[config.mk]
export PLATFORM = sky130hd
export DESIGN_NAME = cache_axi_bridge
export DESIGN_NICKNAME = d
export VERILOG_FILES = /design/src/rtl/cache_axi_bridge.sv
export SDC_FILE = /design/constraint.sdc
export NUM_CORES = 1
export LEC_CHECK = 0
export ABC_AREA = 1
export CORE_AREA = 5 5 288 290
export CTS_CLUSTER_DIAMETER = 120
export DETAILED_ROUTE_END_ITERATION = 8
export DIE_AREA = 0 0 293 295
export PLACE_DENSITY = 0.3
export SYNTH_ARGS = -nofsm -noshare
export SYNTH_HDL_FRONTEND = slang
export SYNTH_SLANG_ARGS = --single-unit
[constraint.sdc]
create_clock -name clk -period 1.1 [get_ports clk]
set_input_delay 0.33 -clock clk [delete_from_list [all_inputs] [get_ports clk]]
set_output_delay 0.33 -clock clk [all_outputs]
set_load 0.05 [all_outputs]
[src/rtl/cache_axi_bridge.sv]
// cache_axi_bridge
//
// Bridges a cache's whole-line refill/writeback requests onto AXI read and write bursts.
// Only one transaction is outstanding at a time. A refill streams the R beats straight
// back to the cache with no added latency. A writeback replays a captured copy of the line.
//
// Build option: AXI_BRIDGE_WRITEBACK_EN
//   defined   - full AW/W/B writeback path with a captured line register.
//   undefined - write channel tied off. No line register is built. A writeback request
//               is acknowledged with wr_done on the cycle after acceptance.
//
// Ports
//   clk, rst_n                          clock, asynchronous active-low reset
//   req_valid/req_we/req_addr/req_wline cache line request (we=1 writeback, 0 refill)
//   req_ready                           high only while idle
//   ret_valid/ret_data/ret_last         refill words, ascending address order
//   wr_done                             one-cycle writeback completion pulse
//   ar*/r*                              AXI read address/data channels
//   aw*/w*/b*                           AXI write address/data/response channels
module cache_axi_bridge #(
    parameter int unsigned LINE_WORDS = 16
) (
    input  logic                       clk,
    input  logic                       rst_n,
    input  logic                       req_valid,
    input  logic                       req_we,
    input  logic [31:0]                req_addr,
    input  logic [LINE_WORDS*32-1:0]   req_wline,
    output logic                       req_ready,
    output logic                       ret_valid,
    output logic [31:0]                ret_data,
    output logic                       ret_last,
    output logic                       wr_done,
    output logic                       arvalid,
    input  logic                       arready,
    output logic [31:0]                araddr,
    output logic [7:0]                 arlen,
    input  logic                       rvalid,
    output logic                       rready,
    input  logic [31:0]                rdata,
    input  logic                       rlast,
    output logic                       awvalid,
    input  logic                       awready,
    output logic [31:0]                awaddr,
    output logic [7:0]                 awlen,
    output logic                       wvalid,
    input  logic                       wready,
    output logic [31:0]                wdata,
    output logic                       wlast,
    input  logic                       bvalid,
    output logic                       bready
);
    localparam int unsigned OffW = $clog2(LINE_WORDS * 4);
    localparam int unsigned CntW = $clog2(LINE_WORDS);

    typedef enum logic [2:0] {StIdle, StAr, StR, StAw, StW, StB} state_e;

    state_e      state_q;
    logic        out_of_reset_q;
    logic [31:0] addr_q;
    logic [31:0] line_addr;

    assign line_addr = {req_addr[31:OffW], {OffW{1'b0}}};

    // req_ready stays low until the first clock edge after reset release.
    assign req_ready = out_of_reset_q && (state_q == StIdle);

    // Read side: address/len come from registers captured at acceptance, so they are
    // stable for the whole time arvalid is high.
    assign arvalid   = (state_q == StAr);
    assign araddr    = addr_q;
    assign arlen     = 8'(LINE_WORDS - 1);
    assign rready    = (state_q == StR);
    assign ret_valid = (state_q == StR) && rvalid;
    assign ret_last  = (state_q == StR) && rvalid && rlast;
    assign ret_data  = rdata;

`ifdef AXI_BRIDGE_WRITEBACK_EN
    logic [LINE_WORDS*32-1:0] line_q;
    logic [CntW-1:0]          cnt_q;
    logic                     cnt_last;
    logic                     unused_addr_bits;

    assign cnt_last = (cnt_q == CntW'(LINE_WORDS - 1));
    assign awvalid  = (state_q == StAw);
    assign awaddr   = addr_q;
    assign awlen    = 8'(LINE_WORDS - 1);
    assign wvalid   = (state_q == StW);
    assign wdata    = line_q[cnt_q*32 +: 32];
    assign wlast    = (state_q == StW) && cnt_last;
    assign bready   = (state_q == StB);
    assign wr_done  = (state_q == StB) && bvalid;

    assign unused_addr_bits = ^req_addr[OffW-1:0];
`else
    logic unused_inputs;

    assign awvalid = 1'b0;
    assign awaddr  = '0;
    assign awlen   = '0;
    assign wvalid  = 1'b0;
    assign wdata   = '0;
    assign wlast   = 1'b0;
    assign bready  = 1'b0;
    // StB doubles as the one-cycle acknowledge state for a writeback with no bus traffic.
    assign wr_done = (state_q == StB);

    assign unused_inputs = ^{req_addr[OffW-1:0], req_wline, awready, wready, bvalid};
`endif

    always_ff @(posedge clk or negedge rst_n) begin
        if (!rst_n) begin
            state_q        <= StIdle;
            out_of_reset_q <= 1'b0;
            addr_q         <= '0;
`ifdef AXI_BRIDGE_WRITEBACK_EN
            line_q         <= '0;
            cnt_q          <= '0;
`endif
        end else begin
            out_of_reset_q <= 1'b1;
            unique case (state_q)
                StIdle: begin
                    if (req_valid && req_ready) begin
                        addr_q <= line_addr;
                        if (req_we) begin
`ifdef AXI_BRIDGE_WRITEBACK_EN
                            line_q  <= req_wline;
                            cnt_q   <= '0;
                            state_q <= StAw;
`else
                            state_q <= StB;
`endif
                        end else begin
                            state_q <= StAr;
                        end
                    end
                end
                StAr: if (arready) state_q <= StR;
                // rlast ends the burst regardless of how many beats arrived.
                StR:  if (rvalid && rlast) state_q <= StIdle;
`ifdef AXI_BRIDGE_WRITEBACK_EN
                StAw: if (awready) state_q <= StW;
                StW: begin
                    if (wready) begin
                        if (cnt_last) begin
                            cnt_q   <= '0;
                            state_q <= StB;
                        end else begin
                            cnt_q <= cnt_q + CntW'(1);
                        end
                    end
                end
                StB:  if (bvalid) state_q <= StIdle;
`else
                StAw: state_q <= StIdle;
                StW:  state_q <= StIdle;
                StB:  state_q <= StIdle;
`endif
                default: state_q <= StIdle;
            endcase
        end
    end

endmodule

==> results.ini <==
[power]
ir_drop_uv=742
finalPower_mw=11.4
power_density_nw_per_um2=2370
p_leak_nw=1.83

[layout]
fillers=9404
nets=928
syn_to_final_growth_pct=109
drive_above_1_share=0.469
design_area_sq_um=4800

[logic_synthesis]
ys_seq_area_frac=0.326
synth_ff_type=dfrtp_1
syn_inst=264
async_reset_ff_frac=1.00
synth.ff_latch_count=30
synth.most_common_cell=buf_4
syn_area_sq_um=2300
synthDistinctLibCells=17
synth_common_cells=buf_4, inv_1, dfrtp_1, nand2_1, o21ai_2
synth_edf_count=0
synth.largest_area_cell=buf_4
yosys-top-cells-area=buf_4, dfrtp_1, o21ai_2
yosys_warnings=0
avgSynthCellArea_sq_um=8.71
synth_top_area_frac=0.398

[worst_setup_path]
critical_path_required_ns=0.77
cp.arrival_ns=1.35
max_stage_delay_ns=0.43
slowest_stage=dfrtp_2
cp-start-kind=flop
crit_fanout=3
crit_path_cell_trace=buf_6 -> inv_4 -> nor2_4 -> nand2_4 -> clkinvlp_4 -> buf_12
end_kind=output port
critPathBufInv=4
crit_family=buffers and inverters
critical_path_class=flop to output port

[placement]
dpl_cell_area_sq_um=4210
place_hpwl_um=10000
port_buffers=64
place.gp.congestion=0.591

[floorplanning]
dieHeight_um=295
rows=104
initial_core_util=0.0287
die_x_um=293
die-area_sq_um=86400
io_pins=740
core_area_sq_um=80000

[detailed_routing]
antenna_left=0
route.detailed.drc=0
num_vias=1592
routed_wl_um=12300
detail_route.wl_per_cell_um=8.76
vias_per_cell=1.13
drtPass1Iterations=2
drt_iter0_drc=28

[sta]
rsz0062_at_grt=true
slew_viol_final=0
min_period_over_period=1.53
post-route-min-period_ns=1.68
hold_violations=0
worst_slack_ns=-0.581
hold_slack_ns=0.514
tns_ns=-18.80
setup_violations=61
fmax_mhz=595
fin_worst_skew_ns=0.0119

[global_route]
grt_pass1_wl_um=14100
grt_max_degree=31
grt-ovfl-total=0
grtUsageTotal=0.0258
grt_pass1_vias=1465
antenna_found_initial=6

[clocking]
numCtsBuffers=5
clock_path_buffers=2
clk_latency_ns=0.31
h-tree-depth=2
cts_root_buf=clkbuf_16
clock_sinks=30
cts_tree=built
clk_pin_slew_ns=0.07

[outcome]
violations=negative setup slack
outcome=complete, but fails checks

[min_path]
hold_class=input pin to async pin

[job]
drv_cap=0

[timing repair]
item                                   CTS  global route
hold buffers                             1             0
setup endpoints to repair               61            61
gates cloned                             1             4
resized for setup                       15            24
endpoints found under the hold margin   24             0
setup buffers                           18             8
pin swaps                                5            10
[state kept, by name (all words and copies together), names as in the netlist]
signal,cells
out_of_reset_q,1
state_q,3
araddr,26
[cells by family (layout without fill, tap and decap cells)]
| group | after synthesis | in the layout | synth area share |
|---|---|---|---|
| buffers and inverters | 161 | 151 | 0.478 |
| flip-flops | 30 | 30 | 0.326 |
| other | 2 | 92 | 0.00327 |
| AND/OR/NAND/NOR | 44 | 44 | 0.0909 |
| AO/OA/AOI/OAI | 27 | 27 | 0.101 |
[through the flow]
step / util / cells / setup slack, ns
6_report: 0.0599 / 1404 / -0.581
5_1_grt: 0.0599 / 1403 / -0.671
4_1_cts: 0.0572 / 1392 / -0.668
3_5_place_dp: 0.0526 / 1364 / -0.417
3_3_place_gp: 0.0526 / 1364 / -0.501
2_1_floorplan: - / 353 / -0.329
[power breakdown]
group          switching (mW)  total [mW]  leakage, nW  internal (mW)
clock network           0.693        1.53       0.0706          0.836
logic                    4.06        7.60         1.39           3.53
registers               0.606        2.23        0.363           1.63
[worst reg2reg max path: stages, from the launching register on]
cell	delay (ns)
dfrtp_2	0.46
buf_6	0.14
nor3_4	0.19
buf_12	0.13
nand3_4	0.07
buf_12	0.17
buf_16	0.17
nand2_2	0.07
o21ai_2	0.05
[cell type report]
| cell class | count | area [sq um] | share of cell area |
|---|---|---|---|
| timing repair buffer | 109 | 1470 | 0.306 |
| tap | 1060 | 1330 | 0.277 |
| multi-input combinational | 162 | 967 | 0.202 |
| sequential | 30 | 762 | 0.159 |
| inverter | 34 | 134 | 0.0279 |
| clock buffer | 6 | 129 | 0.0269 |
| clock inverter | 2 | 10.0 | 0.00209 |
| antenna | 1 | 2.50 | 0.000522 |
[path summary, 6_finish.rpt]
| kind | from | endpoint | slack [ns] | depth (start not counted) |
|---|---|---|---|---|
| worst max-delay path | state_q[1]$_DFFE_PN0P_ | rready | -0.58 | 6 |
| worst min-delay path | rst_n | araddr[26]$_DFFE_PN0P_ | 0.51 | 3 |
| worst max register to register | state_q[0]$_DFFE_PN0P_ | araddr[16]$_DFFE_PN0P_ | -0.47 | 8 |
| worst min register to register | araddr[20]$_DFFE_PN0P_ | araddr[20]$_DFFE_PN0P_ | 0.53 | 2 |
| max in group asynchronous | rst_n | state_q[1]$_DFFE_PN0P_ | 0.34 | 3 |
| min in group clk | araddr[20]$_DFFE_PN0P_ | araddr[20]$_DFFE_PN0P_ | 0.53 | 2 |
[placed cells by master (no fill, tap or decap), types with 3 or more instances in the layout]
cell type	count
nand2_4	11
inv_1	30
conb_1	91
clkdlybuf4s50_1	31
dfrtp_1	21
o21ai_2	26
nand2_2	17
nor2_4	4
nand2_1	3
clkbuf_16	8
buf_6	7
buf_12	37
buf_4	27
dfrtp_2	9
[metal layers]
metal	global-route usage	up-vias	part of all wire
met2	0.0384	124	0.47
met4	0.00831	4	0.015
met5	0.0157	-	0.017
met1	0.0213	706	0.29
li1	-	740	-
met3	0.0292	18	0.21
Power figures use the tool's default switching activity.
